--- config.mk ---
export PLATFORM = sky130hd
export DESIGN_NAME = pong_game_pixel_gen
export DESIGN_NICKNAME = d
export VERILOG_FILES = /design/src/rtl/pong_pkg.sv /design/src/rtl/pong_game_pixel_gen_paddle.sv /design/src/rtl/pong_game_pixel_gen.sv
export SDC_FILE = /design/constraint.sdc
export NUM_CORES = 1
export LEC_CHECK = 0
export ABC_AREA = 1
export CAP_MARGIN = 40
export CORE_MARGIN = 2
export CORE_UTILIZATION = 50
export CTS_BUF_LIST = sky130_fd_sc_hd__clkbuf_4 sky130_fd_sc_hd__clkbuf_8
export DETAILED_ROUTE_END_ITERATION = 8
export DONT_BUFFER_PORTS = 1
export GPL_TIMING_DRIVEN = 0
export HOLD_SLACK_MARGIN = 0.03
export PLACE_DENSITY = 0.66
export SYNTH_ARGS = -nofsm -noshare
export SYNTH_HDL_FRONTEND = slang
export SYNTH_SLANG_ARGS = --single-unit
export TNS_END_PERCENT = 50
--- constraint.sdc ---
create_clock -name clk_25MHz -period 3.35 [get_ports clk_25MHz]
set_input_delay 0.67 -clock clk_25MHz [delete_from_list [all_inputs] [get_ports clk_25MHz]]
set_output_delay 0.67 -clock clk_25MHz [all_outputs]
set_load 0.02 [all_outputs]
--- src/rtl/pong_pkg.sv ---
// Shared types, geometry and colours for the Pong pixel generator.
package pong_pkg;

  typedef enum logic [1:0] {
    SERVE = 2'd0,
    PLAY  = 2'd1,
    OVER  = 2'd2
  } state_t;

  // Screen and object geometry, in pixels.
  localparam int HD           = 640;
  localparam int VD           = 480;
  localparam int PADDLE_H     = 72;
  localparam int PADDLE_W     = 4;
  localparam int PL_X         = 32;
  localparam int PR_X         = 604;
  localparam int PADDLE_V     = 4;
  localparam int BALL_SZ      = 8;
  localparam int BALL_V       = 2;
  localparam int SERVE_FRAMES = 60;
  localparam int WIN_SCORE    = 9;

  // Start positions: ball centred, paddles vertically centred.
  localparam logic [9:0] BALL_X0   = 10'((HD - BALL_SZ) / 2);
  localparam logic [9:0] BALL_Y0   = 10'((VD - BALL_SZ) / 2);
  localparam logic [9:0] PADDLE_Y0 = 10'((VD - PADDLE_H) / 2);

  // 12-bit colours {R,G,B}.
  localparam logic [11:0] COL_BLACK = 12'h000;
  localparam logic [11:0] COL_BALL  = 12'hFFF;
  localparam logic [11:0] COL_LEFT  = 12'h0F0;
  localparam logic [11:0] COL_RIGHT = 12'h00F;

  // True when lo <= p < lo + len, evaluated in 11 bits so the upper bound cannot wrap.
  function automatic logic in_span(input logic [9:0] p, input logic [9:0] lo,
                                   input logic [10:0] len);
    return ({1'b0, p} >= {1'b0, lo}) && ({1'b0, p} < ({1'b0, lo} + len));
  endfunction

endpackage

--- src/rtl/pong_game_pixel_gen_paddle.sv ---
// One paddle: button synchronizers plus a clamped top-row register stepped once per frame.
module pong_paddle
  import pong_pkg::*;
(
  input  logic       clk_25MHz,
  input  logic       reset,
  input  logic       tick,
  input  logic       enable,
  input  logic       btn_up,
  input  logic       btn_dn,
  output logic [9:0] top
);

  logic [1:0]  up_sync;
  logic [1:0]  dn_sync;
  logic        up;
  logic        dn;
  logic [10:0] top_ext;
  logic [10:0] up_val;
  logic [10:0] dn_val;
  logic [10:0] top_next;

  // Two-flop synchronizers for the asynchronous buttons.
  // NOTE: sequential state uses non-blocking assignments so every flop samples pre-edge values.
  always_ff @(posedge clk_25MHz or posedge reset) begin
    if (reset) begin
      up_sync <= '0;
      dn_sync <= '0;
    end else begin
      up_sync <= {up_sync[0], btn_up};
      dn_sync <= {dn_sync[0], btn_dn};
    end
  end

  assign up = up_sync[1];
  assign dn = dn_sync[1];

  // Candidate next top row, saturating at both screen edges; opposing buttons cancel.
  // NOTE: every combinational output gets a default first so no latch is inferred.
  always_comb begin
    top_ext  = {1'b0, top};
    up_val   = (top_ext >= 11'(PADDLE_V)) ? top_ext - 11'(PADDLE_V) : 11'd0;
    dn_val   = (top_ext + 11'(PADDLE_V) <= 11'(VD - PADDLE_H))
               ? top_ext + 11'(PADDLE_V) : 11'(VD - PADDLE_H);
    top_next = top_ext;
    if (up && !dn)      top_next = up_val;
    else if (dn && !up) top_next = dn_val;
  end

  // Paddle position register, advanced only on the frame tick while play is allowed.
  always_ff @(posedge clk_25MHz or posedge reset) begin
    if (reset)               top <= PADDLE_Y0;
    else if (tick && enable) top <= top_next[9:0];
  end

endmodule

--- src/rtl/pong_game_pixel_gen.sv ---
// Pong game state and pixel colouring, one pixel-clock stage behind the VGA timing counter.
module pong_game_pixel_gen
  import pong_pkg::*;
(
  input  logic        clk_25MHz,
  input  logic        reset,
  input  logic        video_on,
  input  logic        hsync_in,
  input  logic        vsync_in,
  input  logic [9:0]  x,
  input  logic [9:0]  y,
  input  logic        btn_l_up,
  input  logic        btn_l_dn,
  input  logic        btn_r_up,
  input  logic        btn_r_dn,
  output logic [11:0] rgb,
  output logic        hsync_out,
  output logic        vsync_out,
  output logic [3:0]  score_l,
  output logic [3:0]  score_r,
  output logic        game_over
);

  state_t      state;
  logic [5:0]  serve_cnt;
  logic [9:0]  ball_x;
  logic [9:0]  ball_y;
  logic        dx;          // 1 = moving right
  logic        dy;          // 1 = moving down
  logic [9:0]  pl_y;
  logic [9:0]  pr_y;
  logic        tick;

  logic [10:0] bx, by, ply, pry;
  logic        top_wall, bot_wall;
  logic        left_hit, right_hit, left_miss, right_miss;
  logic        dx_n, dy_n;
  logic [9:0]  bx_n, by_n;
  logic        ball_on, lp_on, rp_on;
  logic [11:0] pix;

  // First pixel of the first blanked line: one pulse per frame.
  assign tick = (x == 10'd0) && (y == 10'(VD));

  pong_paddle u_left (
    .clk_25MHz (clk_25MHz),
    .reset     (reset),
    .tick      (tick),
    .enable    (state != OVER),
    .btn_up    (btn_l_up),
    .btn_dn    (btn_l_dn),
    .top       (pl_y)
  );

  pong_paddle u_right (
    .clk_25MHz (clk_25MHz),
    .reset     (reset),
    .tick      (tick),
    .enable    (state != OVER),
    .btn_up    (btn_r_up),
    .btn_dn    (btn_r_dn),
    .top       (pr_y)
  );

  // Collision resolution from the current position, then the stepped position along the new direction.
  always_comb begin
    bx  = {1'b0, ball_x};
    by  = {1'b0, ball_y};
    ply = {1'b0, pl_y};
    pry = {1'b0, pr_y};

    top_wall = (by <= 11'(BALL_V));
    bot_wall = (by + 11'(BALL_SZ) >= 11'(VD - BALL_V));
    dy_n = dy;
    if (top_wall)      dy_n = 1'b1;
    else if (bot_wall) dy_n = 1'b0;

    left_hit  = !dx && (bx <= 11'(PL_X + PADDLE_W)) && (bx + 11'(BALL_SZ) > 11'(PL_X))
                && (by + 11'(BALL_SZ) > ply) && (by < ply + 11'(PADDLE_H));
    right_hit = dx && (bx + 11'(BALL_SZ) >= 11'(PR_X)) && (bx < 11'(PR_X + PADDLE_W))
                && (by + 11'(BALL_SZ) > pry) && (by < pry + 11'(PADDLE_H));
    left_miss  = !dx && !left_hit && (bx <= 11'(BALL_V));
    right_miss = dx && !right_hit && (bx + 11'(BALL_SZ) >= 11'(HD - BALL_V));

    dx_n = dx;
    if (left_hit)       dx_n = 1'b1;
    else if (right_hit) dx_n = 1'b0;

    bx_n = dx_n ? ball_x + 10'(BALL_V) : ball_x - 10'(BALL_V);
    by_n = dy_n ? ball_y + 10'(BALL_V) : ball_y - 10'(BALL_V);
  end

  // Game FSM: serve countdown, ball flight and scoring, terminal OVER.
  always_ff @(posedge clk_25MHz or posedge reset) begin
    if (reset) begin
      state     <= SERVE;
      serve_cnt <= '0;
      ball_x    <= BALL_X0;
      ball_y    <= BALL_Y0;
      dx        <= 1'b1;
      dy        <= 1'b1;
      score_l   <= '0;
      score_r   <= '0;
      game_over <= 1'b0;
    end else if (tick) begin
      case (state)
        SERVE: begin
          ball_x <= BALL_X0;
          ball_y <= BALL_Y0;
          if (serve_cnt == 6'(SERVE_FRAMES - 1)) begin
            serve_cnt <= '0;
            state     <= PLAY;
          end else begin
            serve_cnt <= serve_cnt + 6'd1;
          end
        end
        PLAY: begin
          if (left_miss) begin
            score_r <= score_r + 4'd1;
            ball_x  <= BALL_X0;
            ball_y  <= BALL_Y0;
            dx      <= 1'b0;
            dy      <= dy_n;
            if (score_r == 4'(WIN_SCORE - 1)) begin
              state     <= OVER;
              game_over <= 1'b1;
            end else begin
              state <= SERVE;
            end
          end else if (right_miss) begin
            score_l <= score_l + 4'd1;
            ball_x  <= BALL_X0;
            ball_y  <= BALL_Y0;
            dx      <= 1'b1;
            dy      <= dy_n;
            if (score_l == 4'(WIN_SCORE - 1)) begin
              state     <= OVER;
              game_over <= 1'b1;
            end else begin
              state <= SERVE;
            end
          end else begin
            dx     <= dx_n;
            dy     <= dy_n;
            ball_x <= bx_n;
            ball_y <= by_n;
          end
        end
        OVER: begin
          ball_x <= BALL_X0;
          ball_y <= BALL_Y0;
        end
        default: state <= SERVE;
      endcase
    end
  end

  // Object hit tests and colour priority for the current pixel.
  always_comb begin
    ball_on = in_span(x, ball_x, 11'(BALL_SZ)) && in_span(y, ball_y, 11'(BALL_SZ));
    lp_on   = in_span(x, 10'(PL_X), 11'(PADDLE_W)) && in_span(y, pl_y, 11'(PADDLE_H));
    rp_on   = in_span(x, 10'(PR_X), 11'(PADDLE_W)) && in_span(y, pr_y, 11'(PADDLE_H));
    pix = COL_BLACK;
    if (!video_on)    pix = COL_BLACK;
    else if (ball_on) pix = COL_BALL;
    else if (lp_on)   pix = COL_LEFT;
    else if (rp_on)   pix = COL_RIGHT;
  end

  // Output stage: colour and syncs registered together so they stay aligned.
  always_ff @(posedge clk_25MHz or posedge reset) begin
    if (reset) begin
      rgb       <= COL_BLACK;
      hsync_out <= 1'b1;
      vsync_out <= 1'b1;
    end else begin
      rgb       <= pix;
      hsync_out <= hsync_in;
      vsync_out <= vsync_in;
    end
  end

endmodule

==> results.json, run 1 <==
{
  "syn_avg_cell_area_um2": 6.99,
  "crit_fanout": 8,
  "grt_pass1_wl_um": 32200,
  "gp_congestion": 0.876,
  "die_h_um": 126,
  "cts_tree": "yes",
  "p_switching_uw": 436,
  "antenna_cells": 0,
  "die_area_um2": 15900,
  "fin_tns_setup_ns": 0,
  "max_cap_viol_count": 0,
  "first_pass_iters": 6,
  "h-tree-depth": 3,
  "hold_viol": 0,
  "switching_share": 0.267,
  "status": "finished, final reports clean",
  "required_ns": 3.65,
  "async_reset_ff_frac": 1.00,
  "power_leakage_nw": 4.13,
  "cp_num_buf_inv": 4,
  "core_um2": 14500,
  "power_mw": 1.63,
  "clk_latency_ns": 0.37,
  "die_x_um": 126,
  "critPathMaxStageDelay_ns": 0.58,
  "hold_class": "in -> async",
  "r2r_end": "ball_y[5]",
  "drv_slew": 0,
  "yosysWarnings": 0,
  "hpwl_um": 15000,
  "postRouteAntennaNets": 0,
  "routed_via_density": 5.42,
  "synthDominantCellAreaShare": 0.205,
  "clkSlewWorstSetupHoldPaths_ns": 0.08,
  "max_freq_ghz": 0.325,
  "first_global_vias": 6708,
  "path_common_cell": "nand2_1",
  "synth_cell_types": 48,
  "synth_edf_count": 0,
  "synthFlopType": "dfrtp_1",
  "clock-sinks": 66,
  "ir_drop_uv": 194,
  "initial_core_util": 0.513,
  "clock_tree.root_cell": "clkbuf_8",
  "setup_viol": 0,
  "drive_gt1_frac": 0.115,
  "wire_per_inst_um": 15.3,
  "io_buffers": 0,
  "drtIter0Drc": 468,
  "clock_path_buffers": 2,
  "intPower_mw": 1.20,
  "track_usage": 0.252,
  "final_cell_count_no_fill": 1274,
  "dpl.cell_count": 1250,
  "max_slew_margin": 0.546,
  "worstMarginPinSlew_ns": 0.679,
  "cts-buffers-inserted": 9,
  "nets": 1236,
  "p_per_area_nw_per_um2": 204,
  "grt_max_degree": 36,
  "rows": 44,
  "cp-startpoint": "ball_y[5]",
  "hold_buffers": 0,
  "worst_path_max_delay_cell": "dfstp_2",
  "synthesis.nets": 1216,
  "drcViolationCount": 0,
  "routed-via-count": 6902,
  "endpoint_kind": "flop",
  "finalCoreUtilization": 0.550,
  "r2r-start": "ball_y[5]",
  "p_clk_frac": 0.426,
  "antenna_found_initial": 0,
  "synth-seq-cells": 66,
  "worst-setup-path-type": "reg -> reg",
  "ys_seq_area_frac": 0.225,
  "combPwrFrac": 0.078,
  "period_minus_slack_ns": 3.08,
  "wirelength_um": 19400,
  "worstSetupStartpointType": "flop",
  "whs_ns": 0.175,
  "crit_family": "simple AND/OR/NAND/NOR gates",
  "syn_to_final_growth_pct": 7.36,
  "synthTopCellsByArea": "ha_1 (20%), dfrtp_1 (15%), nand2_1 (13%)",
  "ios": 52,
  "crit_path_cell_trace": "buf_4 > nand2_1 > nor3_4 > nand3_1 > nand2_1 > inv_1 > ha_1 > inv_1 > nor2_1 > nand4_1 > nand2_1 > inv_1 > nand2_1 > nand2_1 > nand2_1 > nand3_2 > nand3_2 > nand2_1 > o21ai_4 > nand2_1",
  "overflow": 0,
  "critPathArrivalTime_ns": 3.38,
  "syn-instance-count": 1065,
  "skew_ns": 0.0110,
  "r2r_cells": 20,
  "seqPwrFrac": 0.496,
  "post-route-period-util": 0.919,
  "syn_area_um2": 7450,
  "yosysTopAreaCell": "ha_1",
  "reg2reg_slack_ns": 0.27
}
[cells by family after synthesis]
| logic type | after synthesis | synth area share |
|---|---|---|
| AOI/OAI and AO/OA | 132 | 0.105 |
| adders and majority gates | 122 | 0.205 |
| xor gates and xnor gates | 48 | 0.0564 |
| DFF | 66 | 0.225 |
| and+or+nand+nor | 520 | 0.308 |
| buffers and inverters | 177 | 0.0996 |
[flip-flops by register name, indices dropped and copies added (netlist names), 3 cells and up]
name / cells
score_l: 4
score_r: 4
rgb: 3
u_left.top: 8
serve_cnt: 6
u_right.top: 8
ball_x: 9
ball_y: 9
[per-layer routing]
metal	share of wire	track usage	wire [µm]
met5	0	0	0
met4	0.034	0.112	661
met3	0.039	0.0285	757
met2	0.47	0.423	9130
met1	0.46	0.327	8890
[power groups by stage]
stage	clock network, mW	registers, mW	logic, mW
after CTS	0.711	0.810	0.128
after detailed placement	0	0.824	0.127
after global routing	0.732	0.810	0.150
final	0.695	0.810	0.127
after global placement	0	0.824	0.120
after floorplan	0	0.824	0.0965
[layout by cell type (no fill, tap or decap), drive strengths merged, types with 6 or more instances in the layout]
master and instances:
a21oi 51, a22oi 8, buf 33, clkbuf 14
clkinv 6, dfrtp 44, dfstp 22, ha 122
inv 145, nand2 273, nand3 65, nand4 22
nor2 116, nor3 25, nor4 8, o211ai 6
o21ai 42, xnor2 8, xor2 40
[cell usage after synthesis (6+ instances only)]
cell type and n:
nor3_1 23, ha_1 122, inv_1 136, o21ai_0 32, nor2_1 106, buf_4 16, nand3_1 56, nand2_1 265
dfrtp_1 44, nand4_1 22, o211ai_1 6, dfstp_2 22, xnor2_1 8, nor4_1 8, nor2_2 9, inv_2 9
xor2_1 40, a21oi_1 51, buf_2 6, a22oi_1 8, nand3_2 9, o21ai_1 7
[metrics by stage]
stage               worst slack, ns  cell area (µm²)
floorplan                     0.809             7450
global placement              0.161             7680
detailed placement            0.230             7700
CTS                           0.197             7900
global route               -0.00900             8000
finish                        0.273             8000
[worst register-to-register path, stage by stage (launching register included)]
cell	delay [ns]
dfstp_2	0.58
buf_4	0.19
nand2_1	0.11
nor3_4	0.18
nand3_1	0.13
nand2_1	0.13
inv_1	0.08
ha_1	0.30
inv_1	0.04
nor2_1	0.14
nand4_1	0.10
nand2_1	0.07
inv_1	0.03
nand2_1	0.05
nand2_1	0.07
nand2_1	0.08
nand3_2	0.13
nand3_2	0.13
nand2_1	0.12
o21ai_4	0.24
nand2_1	0.09
[worst max path at each step]
stage                  to  slack [ns]  depth (start not counted)
2_1_floorplan  score_l[2]        0.81                         18
3_3_place_gp       rgb[7]        0.16                          1
3_5_place_dp   score_l[2]        0.23                         18
4_1_cts        score_l[1]        0.20                         18
5_1_grt         ball_x[4]      -0.009                         22
6_report        ball_y[5]        0.27                         20
[final cells by class]
cell class	instances	area [µm²]
fillers	1454	6540
multi-input cells	822	5070
flip-flops and latches	66	1680
inverters	148	562
well taps	184	230
plain buffers	29	186
clock buffers	9	124
repair buffers	9	80.1
clock inverters	7	68.8
[what timing repair did]
| item | CTS | global route |
|---|---|---|
| resized for setup | 0 | 8 |
| endpoints found under the setup margin | 0 | 17 |
| buffers inserted | 0 | 8 |
(Power assumes the default switching activity.)
==> run 2: changes to the inputs <==
--- a/config.mk
+++ b/config.mk
@@ -7,7 +7,6 @@
 export LEC_CHECK = 0
 export ABC_AREA = 1
 export CAP_MARGIN = 40
-export CORE_MARGIN = 2
 export CORE_UTILIZATION = 50
 export CTS_BUF_LIST = sky130_fd_sc_hd__clkbuf_4 sky130_fd_sc_hd__clkbuf_8
 export DETAILED_ROUTE_END_ITERATION = 8
@@ -18,4 +17,4 @@
 export SYNTH_ARGS = -nofsm -noshare
 export SYNTH_HDL_FRONTEND = slang
 export SYNTH_SLANG_ARGS = --single-unit
-export TNS_END_PERCENT = 50
+export TNS_END_PERCENT = 10
==> results.json, run 2 (synthesized netlist as in run 1, its figures left out) <==
{
  "drt-met1-wl_um": 8920,
  "crit_family": "simple AND/OR/NAND/NOR gates",
  "fin_tns_setup_ns": 0,
  "critPathArrivalTime_ns": 3.41,
  "antenna_found_initial": 0,
  "max_freq_ghz": 0.317,
  "cts_tree": "yes",
  "grt_pass1_wl_um": 31500,
  "die_x_um": 124,
  "worst-setup-path-type": "reg -> reg",
  "met3_length_um": 842,
  "worst_path_max_delay_cell": "dfstp_2",
  "period_minus_slack_ns": 3.15,
  "top_regs": "ball_x (9), ball_y (9)",
  "highest_layer": "met4",
  "drtIter0Drc": 429,
  "crit_fanout": 10,
  "status": "finished, final reports clean",
  "die_h_um": 124,
  "r2r_end": "score_l[3]",
  "drive_gt1_frac": 0.106,
  "max_slew_margin": 0.557,
  "setup_viol": 0,
  "h-tree-depth": 3,
  "nets": 1228,
  "dpl-instance-area_um2": 7710,
  "reg2reg_slack_ns": 0.20,
  "initial_core_util": 0.513,
  "path_common_cell": "nand2_1",
  "hpwl_um": 15000,
  "ios": 52,
  "routed_via_density": 5.45,
  "routed-via-count": 6906,
  "mostFrequentLayoutCells": "nand2_1 (265), inv_1 (135), ha_1 (122)",
  "max_cap_viol_count": 0,
  "cp_num_buf_inv": 2,
  "overflow": 0,
  "ir_drop_uv": 153,
  "crit_path_cell_trace": "ha_1 > nand3_1 > xor2_2 > ha_1 > nand2_1 > inv_1 > nand4_1 > nand2_1 > inv_1 > nand2_1 > nand2_1 > nand2_1 > nand3_2 > nand2_4 > nor2_2 > nand3_2 > nand2_1 > o21ai_1",
  "clock_path_buffers": 2,
  "gp_congestion": 0.889,
  "rsz0062_at_grt": "false",
  "cts-buffers-inserted": 9,
  "critPathMaxStageDelay_ns": 0.66,
  "track_usage": 0.266,
  "required_ns": 3.61,
  "first_pass_iters": 5,
  "p_per_area_nw_per_um2": 206,
  "clk_latency_ns": 0.37,
  "die_area_um2": 15400,
  "worstMarginPinSlew_ns": 0.663,
  "syn_to_final_growth_pct": 6.43,
  "r2r-start": "ball_y[3]",
  "io_buffers": 0,
  "hold_class": "in -> async",
  "clock-sinks": 66,
  "wire_per_inst_um": 15.3,
  "drv_slew": 0,
  "routed-wl-met2_um": 9110,
  "worstSetupStartpointType": "flop",
  "rows": 44,
  "post-route-period-util": 0.941,
  "hold_buffers": 0,
  "first_global_vias": 6429,
  "core_um2": 14500,
  "grt_max_degree": 47,
  "power_leakage_nw": 4.09,
  "postRouteAntennaNets": 0,
  "clkSlewWorstSetupHoldPaths_ns": 0.09,
  "hold_viol": 0,
  "layout_commonest_cell": "nand2_1",
  "r2r_cells": 18,
  "drcViolationCount": 0,
  "final_area_um2": 7930,
  "endpoint_kind": "flop",
  "clock_tree.root_cell": "clkbuf_8",
  "skew_ns": 0.0163,
  "antenna_cells": 0,
  "wirelength_um": 19300
}
-- run 2: repair_timing --
action,4_1_cts,5_1_grt
gates resized for setup,0,4
buffers inserted,0,0
setup endpoints to repair,0,17
-- run 2: worst max path at each step --
stage / from / end / slack, ns / cells after the start
floorplan: ball_y[3] / score_l[2] / 0.81 / 18
global placement: reset / u_left.dn_sync[1] / 0.1 / 1
detailed placement: ball_y[3] / score_l[3] / 0.11 / 18
CTS: ball_y[3] / score_l[3] / 0.10 / 18
global route: ball_y[3] / ball_x[5] / 0.008 / 19
finish: ball_y[3] / score_l[3] / 0.20 / 18
-- run 2: stage by stage --
step | cells | setup WS [ns] | hold slack [ns] | util | power (mW)
global placement | 1249 | 0.0958 | 0.333 | 0.528 | 0.945
detailed placement | 1250 | 0.107 | 0.336 | 0.530 | 0.952
floorplan | 1065 | 0.809 | 0.331 | - | 0.920
CTS | 1266 | 0.104 | 0.129 | 0.544 | 1.65
global route | 1266 | 0.00820 | 0.144 | 0.546 | 1.71
finish | 1266 | 0.199 | 0.125 | 0.546 | 1.63
-- run 2: layout make-up --
class	instances	area (µm²)
flip-flops and latches	66	1680
fillers	1500	6610
clock inverters	7	70.1
multi-input cells	822	5050
well taps	184	230
clock buffers	9	124
inverters	148	558
plain buffers	29	186
repair buffers	1	27.5
-- run 2: routing by layer --
metal / global-route usage / vias up
met3: 0.0311 / 36
li1: - / 3506
met5: 0 / -
met2: 0.443 / 172
met1: 0.351 / 3192
met4: 0.0982 / 0
-- run 2: power by group --
part	internal, mW	switching (mW)	total [mW]	leakage [nW]
logic	0.0494	0.0769	0.126	3.25
clock network	0.342	0.353	0.695	0.0990
registers	0.805	0.00474	0.810	0.741
